`config.mk`:
```
export PLATFORM = sky130hd
export DESIGN_NAME = ptp_ts_fifo_wr_arb
export DESIGN_NICKNAME = d
export VERILOG_FILES = /design/src/rtl/ptp_ts_pkg.sv /design/src/rtl/ptp_ts_hold_reg.sv /design/src/rtl/ptp_ts_fifo_wr_arb.sv
export SDC_FILE = /design/constraint.sdc
export NUM_CORES = 1
export LEC_CHECK = 0
export ABC_AREA = 1
export CAP_MARGIN = 20
export CORE_ASPECT_RATIO = 2
export CORE_MARGIN = 8
export CORE_UTILIZATION = 35
export DETAILED_ROUTE_END_ITERATION = 12
export GPL_ROUTABILITY_DRIVEN = 0
export MAX_ROUTING_LAYER = met4
export PLACE_DENSITY_LB_ADDON = 0.2
export SYNTH_ARGS = -nofsm -noshare
export SYNTH_HDL_FRONTEND = slang
export SYNTH_SLANG_ARGS = --single-unit
```
`constraint.sdc`:
```
create_clock -name clk -period 4.46 [get_ports clk]
set_input_delay 1.115 -clock clk [delete_from_list [all_inputs] [get_ports clk]]
set_output_delay 1.115 -clock clk [all_outputs]
set_load 0.02 [all_outputs]
```
`src/rtl/ptp_ts_pkg.sv`:
```
// Shared definitions for the PTP timestamp FIFO write path.
//  - record / payload widths and the source ID tags placed in fifo_data[127:126]
//  - write-controller FSM state encoding
package ptp_ts_pkg;

  localparam int TS_REC_W     = 128;
  localparam int TS_PAYLOAD_W = 126;
  localparam int DROP_CNT_W   = 16;

  localparam logic [1:0] SRC_ID_TX = 2'b00;  // src0, TX egress
  localparam logic [1:0] SRC_ID_RX = 2'b01;  // src1, RX ingress

  typedef enum logic [1:0] {
    CLR    = 2'd0,
    SETTLE = 2'd1,
    RUN    = 2'd2
  } ts_state_e;

endpackage

```
`src/rtl/ptp_ts_hold_reg.sv`:
```
// One-entry holding register for a timestamp source, plus its saturating
// drop counter.
//  clk, reset_n  clock, asynchronous active-low reset
//  flush         empties the register and clears the drop counter
//  accept_en     low while the FIFO clear is running; beats are ignored then
//  src_valid/src_data/src_ready  source handshake
//  grant         arbiter takes the held record this cycle
//  full/data     register contents seen by the arbiter
//  drop_cnt      records discarded because the register was occupied
//
// Handshake: a beat transfers on a rising clk edge where src_valid and
// src_ready are both high; src_valid/src_data must stay stable until then.
module ptp_ts_hold_reg
  import ptp_ts_pkg::*;
#(
  parameter bit DROP_ON_FULL = 1'b1
) (
  input  logic                    clk,
  input  logic                    reset_n,
  input  logic                    flush,
  input  logic                    accept_en,
  input  logic                    src_valid,
  input  logic [TS_PAYLOAD_W-1:0] src_data,
  output logic                    src_ready,
  input  logic                    grant,
  output logic                    full,
  output logic [TS_PAYLOAD_W-1:0] data,
  output logic [DROP_CNT_W-1:0]   drop_cnt
);

  logic                    full_q, full_d;
  logic [TS_PAYLOAD_W-1:0] data_q, data_d;
  logic [DROP_CNT_W-1:0]   drop_cnt_q, drop_cnt_d;
  logic                    hold_room;
  logic                    load;
  logic                    drop;

  always_comb begin
    // A register being granted this cycle can take a new beat in the same cycle.
    hold_room = !full_q || grant;
    if (DROP_ON_FULL) src_ready = 1'b1;
    else              src_ready = hold_room && accept_en;
    load = src_valid && src_ready && accept_en && hold_room && !flush;
    drop = DROP_ON_FULL && src_valid && accept_en && !hold_room;

    full_d     = full_q;
    data_d     = data_q;
    drop_cnt_d = drop_cnt_q;
    if (flush) begin
      full_d     = 1'b0;
      drop_cnt_d = '0;
    end else begin
      if (load)       full_d = 1'b1;
      else if (grant) full_d = 1'b0;
      if (load) data_d = src_data;
      if (drop && (drop_cnt_q != {DROP_CNT_W{1'b1}})) drop_cnt_d = drop_cnt_q + 1'b1;
    end
  end

  always_ff @(posedge clk or negedge reset_n) begin
    if (!reset_n) begin
      full_q     <= 1'b0;
      data_q     <= '0;
      drop_cnt_q <= '0;
    end else begin
      full_q     <= full_d;
      data_q     <= data_d;
      drop_cnt_q <= drop_cnt_d;
    end
  end

  assign full     = full_q;
  assign data     = data_q;
  assign drop_cnt = drop_cnt_q;

endmodule

```
`src/rtl/ptp_ts_fifo_wr_arb.sv`:
```
// Write-side controller for the 16-word, 128-bit PTP timestamp dcfifo.
// Two sources share the FIFO write port through one holding register each and
// a round-robin arbiter; each record is tagged with its source ID. The block
// also sequences the FIFO aclr (CLR -> SETTLE -> RUN) after reset / soft clear.
//  clk, reset_n            FIFO wrclk, asynchronous active-low reset
//  soft_clr                rerun the clear sequence (only honoured in RUN)
//  srcN_valid/data/ready   source handshakes (N = 0 TX, 1 RX)
//  fifo_data, fifo_wrreq   registered FIFO write port {src_id, payload}
//  fifo_wrfull, fifo_wrusedw  FIFO write-side status
//  fifo_aclr               registered FIFO asynchronous clear
//  drop_cnt0/1             saturating dropped-record counters
//  busy                    clear sequence in progress (CLR or SETTLE)
module ptp_ts_fifo_wr_arb
  import ptp_ts_pkg::*;
#(
  parameter int AFULL_LVL     = 14,
  parameter int CLR_CYCLES    = 4,
  parameter int SETTLE_CYCLES = 4,
  parameter bit DROP_ON_FULL  = 1'b1
) (
  input  logic                    clk,
  input  logic                    reset_n,
  input  logic                    soft_clr,
  input  logic                    src0_valid,
  input  logic [TS_PAYLOAD_W-1:0] src0_data,
  output logic                    src0_ready,
  input  logic                    src1_valid,
  input  logic [TS_PAYLOAD_W-1:0] src1_data,
  output logic                    src1_ready,
  output logic [TS_REC_W-1:0]     fifo_data,
  output logic                    fifo_wrreq,
  input  logic                    fifo_wrfull,
  input  logic [3:0]              fifo_wrusedw,
  output logic                    fifo_aclr,
  output logic [DROP_CNT_W-1:0]   drop_cnt0,
  output logic [DROP_CNT_W-1:0]   drop_cnt1,
  output logic                    busy
);

  localparam logic [7:0] CLR_LAST    = 8'(CLR_CYCLES - 1);
  localparam logic [7:0] SETTLE_LAST = 8'(SETTLE_CYCLES - 1);
  localparam logic [4:0] AFULL_W     = 5'(AFULL_LVL);

  ts_state_e             state_q, state_d;
  logic [7:0]            cnt_q, cnt_d;
  logic                  rr_q, rr_d;          // last granted source
  logic                  wrreq_q, wrreq_d;
  logic [TS_REC_W-1:0]   data_q, data_d;
  logic                  aclr_q, aclr_d;
  logic                  busy_q, busy_d;

  logic                    flush, accept_en, room, gnt0, gnt1;
  logic                    full0, full1;
  logic [TS_PAYLOAD_W-1:0] hold0, hold1;

  always_comb begin
    state_d = state_q;
    cnt_d   = cnt_q;
    flush   = (state_q == RUN) && soft_clr;
    unique case (state_q)
      CLR: begin
        if (cnt_q == CLR_LAST) begin state_d = SETTLE; cnt_d = '0; end
        else cnt_d = cnt_q + 8'd1;
      end
      SETTLE: begin
        if (cnt_q == SETTLE_LAST) begin state_d = RUN; cnt_d = '0; end
        else cnt_d = cnt_q + 8'd1;
      end
      RUN: begin
        if (soft_clr) begin state_d = CLR; cnt_d = '0; end
      end
      default: begin state_d = CLR; cnt_d = '0; end
    endcase

    accept_en = (state_q != CLR);
    // wrusedw lags wrreq by a cycle, so one extra write can slip in past AFULL_LVL.
    // No grant in the soft_clr cycle: its write would land while aclr is high.
    room = (state_q == RUN) && !soft_clr && !fifo_wrfull &&
           ({1'b0, fifo_wrusedw} < AFULL_W);

    gnt0 = 1'b0;
    gnt1 = 1'b0;
    if (room) begin
      if (full0 && full1) begin
        if (rr_q) gnt0 = 1'b1;
        else      gnt1 = 1'b1;
      end else if (full0) begin
        gnt0 = 1'b1;
      end else if (full1) begin
        gnt1 = 1'b1;
      end
    end

    rr_d = rr_q;
    if (gnt0) rr_d = 1'b0;
    if (gnt1) rr_d = 1'b1;

    wrreq_d = gnt0 || gnt1;
    data_d  = data_q;
    if (gnt0)      data_d = {SRC_ID_TX, hold0};
    else if (gnt1) data_d = {SRC_ID_RX, hold1};

    aclr_d = (state_d == CLR);
    busy_d = (state_d != RUN);
  end

  always_ff @(posedge clk or negedge reset_n) begin
    if (!reset_n) begin
      state_q <= CLR;
      cnt_q   <= '0;
      rr_q    <= 1'b0;
      wrreq_q <= 1'b0;
      data_q  <= '0;
      aclr_q  <= 1'b1;
      busy_q  <= 1'b1;
    end else begin
      state_q <= state_d;
      cnt_q   <= cnt_d;
      rr_q    <= rr_d;
      wrreq_q <= wrreq_d;
      data_q  <= data_d;
      aclr_q  <= aclr_d;
      busy_q  <= busy_d;
    end
  end

  ptp_ts_hold_reg #(.DROP_ON_FULL(DROP_ON_FULL)) u_hold0 (
    .clk(clk), .reset_n(reset_n), .flush(flush), .accept_en(accept_en),
    .src_valid(src0_valid), .src_data(src0_data), .src_ready(src0_ready),
    .grant(gnt0), .full(full0), .data(hold0), .drop_cnt(drop_cnt0)
  );

  ptp_ts_hold_reg #(.DROP_ON_FULL(DROP_ON_FULL)) u_hold1 (
    .clk(clk), .reset_n(reset_n), .flush(flush), .accept_en(accept_en),
    .src_valid(src1_valid), .src_data(src1_data), .src_ready(src1_ready),
    .grant(gnt1), .full(full1), .data(hold1), .drop_cnt(drop_cnt1)
  );

  assign fifo_data  = data_q;
  assign fifo_wrreq = wrreq_q;
  assign fifo_aclr  = aclr_q;
  assign busy       = busy_q;

endmodule
```
==> metrics.yaml <==
core_area_mm2: 0.0540
crit_family: "simple AND/OR/NAND/NOR gates"
grt_overflow: 0
dieArea_mm2: 0.0625
htreeDepth: 2
hold_buffers: 0
required_ns: 4.88
die_w_um: 181
r2r_end: "u_hold0.data[73]$_DFFE_PN0P_"
min-delay-start: "fifo_data[98]$_DFFE_PN0P_"
startpoint_type: "primary input"
clock.fmax_mhz: 317
period_share_pct: 70.6
portBuffers: 422
vdd_drop_max_mv: 0.308
hold_viol_final: 0
grt_antenna_before_repair: 12
io_pins: 427
crit_fanout: 99
numCtsBuffers: 42
grt_max_degree: 164
min_path_cells: 2
tightestPinTransition_ns: 0.898
grtUsageTotal_pct: 18.3
outcome: "finished, final reports clean"
startpoint: "soft_clr"
n_fill_cell: 5318
ys_seq_area_share_pct: 56.2
yosys_register_bits: 427
yosys_warnings: 0
cpPeakStageDelay_ns: 0.47
path_cells: "clkdlybuf4s50_1, inv_1, nand3_4, nor2_4, nand3_4, nand2_2, nand3_4, buf_12, nand2_1, o21ai_0"
rsz0062_at_grt: "no"
synth_cell_types: 31
powerDensity_mw_per_mm2: 529
nNetsFinal: 2954
worstPathArrival_ns: 3.57
cap_violations: 0
syn_inst: 2316
critPathKind: "in2reg"
clkTransAtPathRegs_ns: 0.06
cts_tree: "done"
root_buffer: "clkbuf_16"
hpwl_um: 37900
end_kind: "flop"
relSlewSlack_pct: 40.1
avgSynthCellArea_um2: 8.22
setup_viol: 0
layout-drive-gt1-share_pct: 4.19
drt_iter0_markers: 882
die_h_um: 346
drtPass1Iterations: 5
slew_violations: 0
post_cts_resized: 0
slowest_stage: "clkdlybuf4s50_1"
design_area_mm2: 0.0254
clockBufferDepth: 3
crit_top_cell: "nand3_4"
start_util_pct: 35.2
cp.buffers_inverters: 3
syn-cell-area_mm2: 0.0190
p_leak_nw: 13.6
finClkSkew_ns: 0.0258
grt_pass1_vias: 15800
hold_end: "fifo_data[98]$_DFFE_PN0P_"
final.setup.tns_ns: 0
reg2reg_depth: 8
dpl-instance-area_mm2: 0.0239
rrSetupSlack_ns: 1.82
vias: 15600
vias_per_cell: 4.58
grt_pass1_wl_um: 89800
holdCritPathClass: "reg2reg"
area_growth_pct: 33.4
insertion_delay_ns: 0.56
routedWlPerCell_um: 16.3
final_util_pct: 47.0
rows: 121
r2r_start: "state_q[1]$_DFF_PN0_"
clock-sinks: 427
post_cts_buffers: 0
drtAntennaViolNets: 0
min_period_ns: 3.15
wl_um: 55700
drc: 0
[sequential cells by signal, indices dropped and copies added, names as in the netlist, 2 cells and up]
register / count
cnt_q: 8
fifo_data: 127
state_q: 2
u_hold0.data: 126
u_hold0.drop_cnt: 16
u_hold1.data: 126
u_hold1.drop_cnt: 16
[where the power goes]
group          total (mW)  switching, mW  internal (mW)
combinational        3.51           1.89           1.62
clock                3.76           1.59           2.17
sequential           6.16          0.818           5.34
total                13.4           4.30           9.13
[tightest hold or removal path: stages (launching register included)]
cell and delay, ns:
dfrtp_1 0.34, nand2_1 0.05, nand2_1 0.05
[stage by stage]
| stage | setup WS [ns] | hold slack [ns] | cells | total power, mW |
|---|---|---|---|---|
| final | 1.31 | 0.477 | 3411 | 13.4 |
| after global routing | 1.07 | 0.494 | 3410 | 14.5 |
| after CTS | 1.30 | 0.482 | 3398 | 13.7 |
| after detailed placement | 0.700 | 0.465 | 3321 | 9.80 |
| after global placement | 0.720 | 0.461 | 3321 | 9.69 |
| after floorplan | 2.13 | 0.453 | 2317 | 8.30 |
[cell usage in the layout, fill, tap and decap left out, types with 2 or more instances in the layout]
cell type / netlist / routed
a21oi_1: 4 / 4
buf_12: 0 / 12
buf_4: 9 / 18
bufinv_16: 0 / 5
clkbuf_1: 45 / 8
clkbuf_16: 0 / 42
clkbuf_8: 0 / 8
clkdlybuf4s50_1: 0 / 421
clkinv_2: 0 / 8
clkinvlp_4: 0 / 3
conb_1: 2 / 3
dfrtp_1: 425 / 425
dfstp_2: 2 / 2
diode_2: 0 / 13
ha_1: 3 / 3
inv_1: 439 / 439
inv_6: 0 / 2
nand2_1: 750 / 749
nand2_2: 2 / 2
nand3_1: 83 / 82
nand3_2: 2 / 2
nand3_4: 3 / 4
nand4_1: 10 / 10
nor2_1: 52 / 52
nor3_1: 4 / 4
o211ai_1: 126 / 126
o21ai_0: 143 / 143
o21ai_1: 115 / 115
o21bai_1: 2 / 2
o22ai_1: 6 / 6
xnor2_1: 3 / 3
xor2_1: 11 / 11
[cell usage after synthesis]
master / n / area share [%]
inv_1: 439 / 8.7
nand2_1: 750 / 15
nand3_1: 83 / 2.2
a21oi_1: 4 / 0.11
buf_2: 61 / 1.6
o211ai_1: 126 / 5.0
nand3_4: 3 / 0.28
o22ai_1: 6 / 0.20
xnor2_1: 3 / 0.14
dfstp_2: 2 / 0.28
buf_6: 1 / 0.059
clkbuf_1: 45 / 0.89
o21ai_0: 143 / 3.8
conb_1: 2 / 0.039
a31oi_1: 1 / 0.033
nor2_4: 1 / 0.059
nor3b_1: 1 / 0.039
xor2_1: 11 / 0.51
nand3_2: 2 / 0.11
dfrtp_1: 425 / 56
nand4_1: 10 / 0.33
nor2_1: 52 / 1.0
nor3_1: 4 / 0.11
nand2_2: 2 / 0.066
o21bai_1: 2 / 0.079
inv_2: 1 / 0.020
o21ai_1: 115 / 3.0
buf_4: 9 / 0.36
ha_1: 3 / 0.20
buf_1: 8 / 0.16
a31o_2: 1 / 0.046
[layer usage]
metal / share of wire [%] / vias up / track usage, %
met5: 0 / - / -
met3: 11 / 60 / 7.33
met4: 2.1 / 0 / 4.78
met1: 45 / 7178 / 23.7
met2: 42 / 461 / 26.3
li1: - / 7908 / -
[cell families (layout without fill, tap and decap cells)]
group,count (synthesis),count (layout),share of synthesized area (%)
simple gates,908,908,19.0
fa+ha+maj,3,3,0.197
other cells,2,16,0.0395
xor+xnor,14,14,0.644
compound gates,398,398,12.2
flops,427,427,56.2
buf+inv,564,969,11.7
[how the worst max path moves through the flow]
stage          slack (ns)  cells after the start                            end
3_5_place_dp         0.70                     10  u_hold0.data[103]$_DFFE_PN0P_
5_1_grt              1.07                     10  u_hold0.data[106]$_DFFE_PN0P_
6_report             1.31                     10   u_hold0.data[73]$_DFFE_PN0P_
2_1_floorplan        2.13                      9     fifo_data[117]$_DFFE_PN0P_
3_3_place_gp         0.72                     10  u_hold0.data[103]$_DFFE_PN0P_
4_1_cts              1.30                     10  u_hold0.data[106]$_DFFE_PN0P_
[layout make-up]
| type | instances | area [µm²] | share of cell area (%) |
|---|---|---|---|
| clock inverter | 19 | 246 | 0.971 |
| multi-input combinational | 1326 | 6130 | 24.1 |
| sequential | 427 | 10700 | 42.1 |
| antenna | 13 | 32.5 | 0.128 |
| clock buffer | 58 | 1190 | 4.69 |
| timing repair buffer | 452 | 4600 | 18.1 |
| inverter | 440 | 1650 | 6.51 |
| tap | 676 | 846 | 3.33 |
Note: power is estimated with default switching activity, not from simulation.
